==> config.mk <==
export PLATFORM = sky130hd
export DESIGN_NAME = packet_serializer_flat
export DESIGN_NICKNAME = d
export VERILOG_FILES = /design/src/rtl/packet_serializer_if.sv /design/src/rtl/packet_serializer.sv /design/src/flat_wrapper.sv
export SDC_FILE = /design/constraint.sdc
export NUM_CORES = 1
export LEC_CHECK = 0
export BUFFER_PORTS_ARGS = -buffer_cell sky130_fd_sc_hd__buf_2
export CAP_MARGIN = 5
export CORE_ASPECT_RATIO = 1.25
export CORE_MARGIN = 2
export CORE_UTILIZATION = 50
export CTS_CLUSTER_DIAMETER = 50
export DETAILED_ROUTE_END_ITERATION = 10
export PLACE_DENSITY = 0.79
export SETUP_SLACK_MARGIN = 0.15
export SKIP_LAST_GASP = 1
export SYNTH_ARGS = -nofsm -noshare
export SYNTH_HDL_FRONTEND = slang
export SYNTH_SLANG_ARGS = --single-unit
==> constraint.sdc <==
create_clock -name clk -period 2.4 [get_ports clk]
set_clock_uncertainty 0.05 [all_clocks]
set_input_delay 0.48 -clock clk [delete_from_list [all_inputs] [get_ports clk]]
set_output_delay 0.48 -clock clk [all_outputs]
set_load 0.005 [all_outputs]
==> src/rtl/packet_serializer_if.sv <==
// Byte-in / symbol-out bundle between the UART receive path, the serializer
// and the BPSK modulator.
interface packet_serializer_if;
    logic [7:0] byte_data;
    logic       byte_valid;
    logic       byte_ready;
    logic       tx_bit;
    logic       tx_active;
    logic       bit_strobe;
    logic       packet_done;

    modport master (
        output byte_data, byte_valid,
        input  byte_ready, tx_bit, tx_active, bit_strobe, packet_done
    );

    modport slave (
        input  byte_data, byte_valid,
        output byte_ready, tx_bit, tx_active, bit_strobe, packet_done
    );
endinterface

==> src/rtl/packet_serializer.sv <==
// Collects PACKET_BYTES bytes, then shifts them out LSB-first, one bit per
// SYMBOL_PERIOD clocks, pulsing packet_done after the final symbol.
//
// state | meaning
// IDLE  | buffer empty, byte_count = 0
// FILL  | 1..PACKET_BYTES-1 bytes held
// SEND  | serializing the buffer to the modulator
module packet_serializer #(
    parameter int PACKET_BYTES  = 4,
    parameter int SYMBOL_PERIOD = 16
) (
    input logic                  clk,
    input logic                  reset,
    input logic                  clear,
    packet_serializer_if.slave   bus
);
    localparam int PACKET_SIZE = 8 * PACKET_BYTES;
    localparam int SW = (SYMBOL_PERIOD > 1) ? $clog2(SYMBOL_PERIOD) : 1;
    localparam int BW = (PACKET_SIZE > 1) ? $clog2(PACKET_SIZE) : 1;
    localparam int CW = $clog2(PACKET_BYTES + 1);

    localparam logic [1:0] IDLE = 2'd0;
    localparam logic [1:0] FILL = 2'd1;
    localparam logic [1:0] SEND = 2'd2;

    localparam logic [SW-1:0] SYM_LAST  = SW'(SYMBOL_PERIOD - 1);
    localparam logic [BW-1:0] BIT_LAST  = BW'(PACKET_SIZE - 1);
    localparam logic [CW-1:0] BYTE_LAST = CW'(PACKET_BYTES - 1);

    logic [1:0]             state;
    logic [CW-1:0]          byte_count;
    logic [SW-1:0]          sym_cnt;
    logic [BW-1:0]          bit_idx;
    logic [PACKET_SIZE-1:0] buffer;
    logic                   done_q;
    logic                   xfer;
    logic                   sending;

    // Ready drops combinationally under reset/clear so no byte slips in then.
    assign sending         = (state == SEND);
    assign bus.byte_ready  = !sending && !reset && !clear;
    assign xfer            = bus.byte_valid && bus.byte_ready;
    assign bus.tx_active   = sending;
    assign bus.tx_bit      = sending && buffer[bit_idx];
    assign bus.bit_strobe  = sending && (sym_cnt == '0);
    assign bus.packet_done = done_q;

    always_ff @(posedge clk) begin
        if (xfer) begin
            buffer[int'(byte_count) * 8 +: 8] <= bus.byte_data;
        end
    end

    always_ff @(posedge clk) begin
        if (reset || clear) begin
            state      <= IDLE;
            byte_count <= '0;
            sym_cnt    <= '0;
            bit_idx    <= '0;
            done_q     <= 1'b0;
        end else begin
            done_q <= 1'b0;
            case (state)
                IDLE, FILL: begin
                    if (xfer) begin
                        if (byte_count == BYTE_LAST) begin
                            state      <= SEND;
                            byte_count <= CW'(PACKET_BYTES);
                        end else begin
                            state      <= FILL;
                            byte_count <= byte_count + 1'b1;
                        end
                    end
                end
                SEND: begin
                    if (sym_cnt == SYM_LAST) begin
                        sym_cnt <= '0;
                        if (bit_idx == BIT_LAST) begin
                            state      <= IDLE;
                            bit_idx    <= '0;
                            byte_count <= '0;
                            done_q     <= 1'b1;
                        end else begin
                            bit_idx <= bit_idx + 1'b1;
                        end
                    end else begin
                        sym_cnt <= sym_cnt + 1'b1;
                    end
                end
                default: state <= IDLE;
            endcase
        end
    end
endmodule
==> src/flat_wrapper.sv <==
// flat-port wrapper written by rule: the top's interface ports become plain ports
module packet_serializer_flat 
#(
    parameter int PACKET_BYTES  = 4,
    parameter int SYMBOL_PERIOD = 16
)
  (clk, reset, clear, bus_byte_data, bus_byte_valid, bus_byte_ready, bus_tx_bit, bus_tx_active, bus_bit_strobe, bus_packet_done);
  packet_serializer_if bus_i ();
  input logic clk;
  input logic reset;
  input logic clear;
  input wire logic [$bits(bus_i.byte_data)-1:0] bus_byte_data;
  input wire logic [$bits(bus_i.byte_valid)-1:0] bus_byte_valid;
  output wire logic [$bits(bus_i.byte_ready)-1:0] bus_byte_ready;
  output wire logic [$bits(bus_i.tx_bit)-1:0] bus_tx_bit;
  output wire logic [$bits(bus_i.tx_active)-1:0] bus_tx_active;
  output wire logic [$bits(bus_i.bit_strobe)-1:0] bus_bit_strobe;
  output wire logic [$bits(bus_i.packet_done)-1:0] bus_packet_done;
  assign bus_i.byte_data = bus_byte_data;
  assign bus_i.byte_valid = bus_byte_valid;
  assign bus_byte_ready = bus_i.byte_ready;
  assign bus_tx_bit = bus_i.tx_bit;
  assign bus_tx_active = bus_i.tx_active;
  assign bus_bit_strobe = bus_i.bit_strobe;
  assign bus_packet_done = bus_i.packet_done;
  packet_serializer #(.PACKET_BYTES(PACKET_BYTES), .SYMBOL_PERIOD(SYMBOL_PERIOD)) u_core (.clk(clk), .reset(reset), .clear(clear), .bus(bus_i));
endmodule
==> impl_metrics.yaml, run 1 <==
timing:
  hold_slack_ns: 0.449
  period_minus_slack_ns: 2.37
  slew-limit-headroom_pct: 69.1
  rsz0062_at_grt: "yes"
  hold_viol: 0
  setup_violations: 0
  fmax_mhz: 423
  tns_ns: 0
  tightest_slew_ns: 0.462
  slew_violations: 0
  fin_crit_sh_pct: 98.6
  layout_setup_ws_ns: 0.0340
clocking:
  cts-root-buf: "clkbuf_8"
  cts_made_buffers: 5
  cts.clk_slew.worst_paths_ns: 0.09
  cts_tree: "built"
  htreeDepth: 2
  cts_num_sinks: 47
  ctsHoldBuffers: 0
  clk_latency_ns: 0.29
  cts_max_path_buffers: 2
layout:
  regArea_sq_mm: 0.00127
  multi_input_area_sq_um: 968
  mostFrequentLayoutCells: "and2_1, edfxtp_1, buf_2"
  fill_cells: 370
  drive_above_1_share_pct: 25.2
  insertedDiodeCount: 0
  design_area_sq_mm: 0.00262
  finalNetCount: 237
  areaGrowthSynthToFinish_pct: 13.4
pwr:
  leakage_nw: 0.997
  ir_drop_v: 0.000351
  powerDensity_mw_per_mm2: 567
setup_path:
  timing.rr.start: "u_core.bit_idx[1]"
  cp_top_family: "multiplexers"
  cp-start-kind: "flip-flop"
  cpMaxStageDelayCell: "mux4_2"
  critPathMaxFanout: 4
  end_kind: "output pin"
  path_class: "flip-flop to output pin"
  r2r_end: "u_core.byte_count[0]"
  critPathMaxStageDelay_ns: 0.48
  worst-path-buf-inv: 1
  r2r_setup_slack_ns: 0.32
  reg2reg_depth: 8
  path_cells: "mux4_2 -> or3b_1 -> a41o_1 -> buf_2"
  crit_required_ns: 1.87
  crit_arrival_ns: 1.84
die:
  rows: 27
  ios: 17
  dieArea_sq_mm: 0.00518
  die_h_um: 80.0
  start_util_pct: 52.2
  core_sq_mm: 0.00443
  die_w_um: 64.8
synth:
  synth_edf_count: 32
  netlist_area_sq_mm: 0.00231
  synthTopCellsByArea: "edfxtp_1, dfxtp_1, and2_1"
  netlist_instances: 189
  synth_flop_cell: "edfxtp_1"
  syn_nets: 209
  ys_async_sr_fraction_pct: 0
  seq_area_frac_synth_pct: 54.6
  syn-mean-instance-area_sq_um: 12.2
  yosysWarnings: 0
  ys_seq_elements: 47
  synth_top_cell_by_area: "edfxtp_1"
  yosysUniqueCellTypes: 40
  synth_top_area_share_pct: 41.6
worst_hold_path:
  holdCritStartpoint: "bus_byte_data[6]"
  hold_end: "u_core.buffer[14]"
  min_path_type: "input port to flip-flop"
  hold_path_depth: 2
drt:
  detail_route.iter0.violations: 73
  drtPass1Iterations: 6
  drt-total-wl_mm: 4.27
  postRouteAntennaNets: 0
  via_per_inst: 5.49
  wire_per_inst_um: 15.5
  vias: 1516
  drc: 0
global_route:
  grt_pass1_wl_mm: 7.39
  grt_use_total_pct: 19.4
  grt_pass1_vias: 1514
  antenna_found_initial: 0
  grt_max_degree: 16
  overflow: 0
placement:
  dp_hpwl_mm: 3.16
  numPortBuffers: 16
  dpl_worst_slack_ns: 0.0959
  place_area_sq_mm: 0.00247
  gp_congestion: 0.791
run_status:
  status: "complete, no violations"
run:
  cap_violations: 0
-- flip-flops by register name, indices dropped and copies added (netlist names) --
signal,count
u_core.byte_count,3
u_core.bit_idx,5
u_core.sym_cnt,4
u_core.buffer,32
u_core.state,2
u_core.bus.packet_done,1
-- Yosys cell counts, drive strengths merged, types with 2 or more instances --
cell type / count
xor2: 2
and2: 32
a31oi: 2
nor4b: 3
mux2i: 3
clkbuf: 4
o21ai: 2
nand2: 13
or4: 2
nor3b: 2
nand3: 4
mux4: 8
nor2: 14
dfxtp: 15
buf: 3
and3: 3
edfxtp: 32
nor3: 5
ha: 8
a21oi: 12
inv: 6
-- power by group --
group	internal (W)	total (W)	switching, W
registers	0.000861	0.000863	0.00000231
logic	0.0000222	0.0000488	0.0000266
clock network	0.000309	0.000571	0.000262
-- how the worst max path moves through the flow --
stage | start | cells after the start | end | slack, ns
2_1_floorplan | u_core.byte_count[0] | 5 | u_core.buffer[0] | 0.23
3_3_place_gp | u_core.bit_idx[1] | 6 | bus_tx_bit | 0.22
3_5_place_dp | u_core.bit_idx[1] | 8 | u_core.byte_count[0] | 0.1
4_1_cts | u_core.buffer[23] | 4 | bus_tx_bit | 0.03
5_1_grt | u_core.bit_idx[1] | 6 | bus_tx_bit | -0.09
6_report | u_core.bit_idx[1] | 4 | bus_tx_bit | 0.03
-- kinds of logic (layout without fill, tap and decap cells) --
logic type | count (synthesis) | after routing | share of synthesized area [%]
and+or+nand+nor | 89 | 89 | 22.5
DFF | 47 | 47 | 54.6
AOI/OAI and AO/OA | 18 | 18 | 4.28
buffers and inverters | 13 | 42 | 4.01
muxes | 11 | 11 | 9.10
adders and majority gates | 8 | 8 | 4.33
xor gates and xnor gates | 3 | 3 | 1.14
-- cell type report --
type                       count  share of cell area [%]
tap                           58                    2.77
inverter                       6                   0.860
sequential                    47                    48.4
clock inverter                 3                    1.67
multi-input combinational    129                    37.0
timing repair buffer          28                    6.64
clock buffer                   5                    2.63
-- per-stage QoR --
step	instances	utilization (%)	power [W]
4_1_cts	276	59.1	0.00149
3_5_place_dp	266	55.9	0.000933
2_1_floorplan	189	-	0.000909
6_report	276	59.2	0.00148
3_3_place_gp	266	55.9	0.000931
5_1_grt	276	59.2	0.00152
-- per-layer routing --
| layer | vias up | global-route usage (%) | wire length (um) |
|---|---|---|---|
| met5 | - | 0 | 0 |
| met4 | 0 | 6.60 | 52 |
| met3 | 4 | 4.37 | 198 |
| met2 | 42 | 31.0 | 2120 |
| met1 | 731 | 26.0 | 1900 |
| li1 | 739 | - | - |
-- what timing repair did --
| action | 4_1_cts | 5_1_grt |
|---|---|---|
| resized for setup | 5 | 2 |
| endpoints found under the setup margin | 2 | 2 |
| buffers inserted | 2 | 0 |
| pin swaps | 2 | 0 |
(Power assumes the default switching activity.)
==> inputs of run 2 (changes only) <==
==> constraint.sdc (replaced) <==
create_clock -name clk -period 2.4 [get_ports clk]
set_clock_uncertainty 0.05 [all_clocks]
set_input_delay 0.48 -clock clk [delete_from_list [all_inputs] [get_ports clk]]
set_output_delay 0.48 -clock clk [all_outputs]
set_load 0.1 [all_outputs]
==> run 2 against run 1 <==
- combinational power is 17% higher
- critical endpoint unchanged
- via count is 0.53% lower
- the run now ends with negative setup slack left
- largest cell class unchanged
- fmax is 5.4% lower
- die area stayed put
- worst hold slack worse by 0.0080 ns
- sequential power hardly changed
- setup slack worse by 0.13 ns
- clock power is 18% lower
- largest power group unchanged
==> impl_metrics.yaml, run 2 (same netlist as run 1, synthesis figures left out) <==
die:
  ios: 17
  start_util_pct: 52.2
  core_sq_mm: 0.00443
  die_w_um: 64.8
  dieArea_sq_mm: 0.00518
  rows: 27
  die_h_um: 80.0
drt:
  drt-total-wl_mm: 4.21
  via_per_inst: 5.50
  wl_met3_um: 114
  dr.max_layer_used: "met4"
  m1WireLength_mm: 1.87
  drc: 0
  detail_route.iter0.violations: 83
  wire_per_inst_um: 15.4
  vias: 1508
  drtPass1Iterations: 4
  wl_met2_mm: 2.13
  postRouteAntennaNets: 0
setup_path:
  critPathMaxStageDelay_ns: 0.50
  critPathMaxFanout: 4
  cp-start-kind: "flip-flop"
  cp_top_family: "multiplexers"
  crit_required_ns: 1.87
  cpMaxStageDelayCell: "mux4_2"
  crit_arrival_ns: 1.97
  path_cells: "buf_6 -> mux4_2 -> mux2i_2 -> o22ai_1 -> a41o_2 -> buf_12"
  end_kind: "output pin"
  worst-path-buf-inv: 2
  path_class: "flip-flop to output pin"
layout:
  areaGrowthSynthToFinish_pct: 14.2
  reg.largest.list: "u_core.buffer x32, u_core.bit_idx x5, u_core.sym_cnt x4"
  mostFrequentLayoutCells: "and2_1, edfxtp_1, buf_2"
  largest-register: "u_core.buffer"
  drive_above_1_share_pct: 27.3
  insertedDiodeCount: 0
  fill_cells: 367
  finalNetCount: 235
  fin_util_pct: 59.6
  largest_reg_flops: 32
run:
  cap_violations: 0
clocking:
  cts_made_buffers: 5
  clk_latency_ns: 0.30
  htreeDepth: 2
  cts-root-buf: "clkbuf_8"
  cts_max_path_buffers: 2
  cts_num_sinks: 47
  cts_tree: "built"
  cts.clk_slew.worst_paths_ns: 0.09
timing:
  rsz0062_at_grt: "yes"
  tns_ns: -0.0999
  slew-limit-headroom_pct: 67.8
  tightest_slew_ns: 0.482
  layout_setup_ws_ns: -0.0999
  fin_crit_sh_pct: 104
  fmax_mhz: 400
  setup_violations: 1
  hold_viol: 0
  period_minus_slack_ns: 2.50
  slew_violations: 0
pwr:
  ir_drop_v: 0.000420
  powerDensity_mw_per_mm2: 528
  leakage_nw: 0.989
  power_w: 0.00139
global_route:
  antenna_found_initial: 0
  grt_use_total_pct: 18.3
  overflow: 0
  grt_pass1_vias: 1471
  grt_max_degree: 17
  grt_pass1_wl_mm: 7.02
run_status:
  status: "finished with violations"
  violations: "negative setup slack"
placement:
  gp_congestion: 0.816
  dp_hpwl_mm: 3.21
  dpl_worst_slack_ns: 0.0317
  numPortBuffers: 16
worst_hold_path:
  min_path_type: "input port to flip-flop"
-- run 2: cell types whose count changed in the layout (fill, tap and decap cells not counted), moves of 2 or more --
cell,delta
buf_2,-2
dfxtp_4,-2
dfxtp_2,+2
nor3_2,-2
nor2_1,-2
-- run 2: routing by layer --
layer  GRT usage (%)  up-vias
met1            23.5      729
met3            3.39       11
met5               0        -
li1                -      739
met2            30.2       29
met4            7.66        0
-- run 2: final timing paths --
check / start / endpoint / slack (ns) / cells after the start
setup / recovery: u_core.bit_idx[1] / bus_tx_bit / -0.1 / 6
hold / removal: bus_byte_data[7] / u_core.buffer[15] / 0.44 / 2
setup reg to reg: u_core.bit_idx[0] / u_core.byte_count[0] / 0.31 / 7
hold reg to reg: u_core.byte_count[1] / u_core.byte_count[1] / 0.45 / 2
-- run 2: layout make-up --
cell class | count | area (sq um) | area share (%)
Timing Repair Buffer | 26 | 176 | 6.69
Sequential cell | 47 | 1260 | 47.9
Inverter | 6 | 22.5 | 0.854
Multi-Input combinational cell | 129 | 1010 | 38.5
Tap cell | 58 | 72.6 | 2.75
Clock inverter | 3 | 18.8 | 0.712
Clock buffer | 5 | 68.8 | 2.61
-- run 2: report_power, final --
group	switching, W	internal [W]
logic	0.0000343	0.0000228
registers	0.00000225	0.000863
clock network	0.000265	0.000204
total	0.000302	0.00109
-- run 2: timing repair --
| item | 4_1_cts | 5_1_grt |
|---|---|---|
| hold endpoints to repair | 0 | 0 |
| hold buffers | 0 | 0 |
| setup buffers | 1 | 0 |
| gates resized for setup | 8 | 3 |
| pin swaps | 1 | 1 |
| endpoints found under the setup margin | 3 | 10 |
-- run 2: through the flow --
step | hold slack [ns] | cells | instance area, sq um
finish | 0.441 | 274 | 2640
global route | 0.441 | 274 | 2640
CTS | 0.442 | 274 | 2630
detailed placement | 0.437 | 265 | 2510
global placement | 0.430 | 265 | 2510
floorplan | 0.409 | 189 | 2370
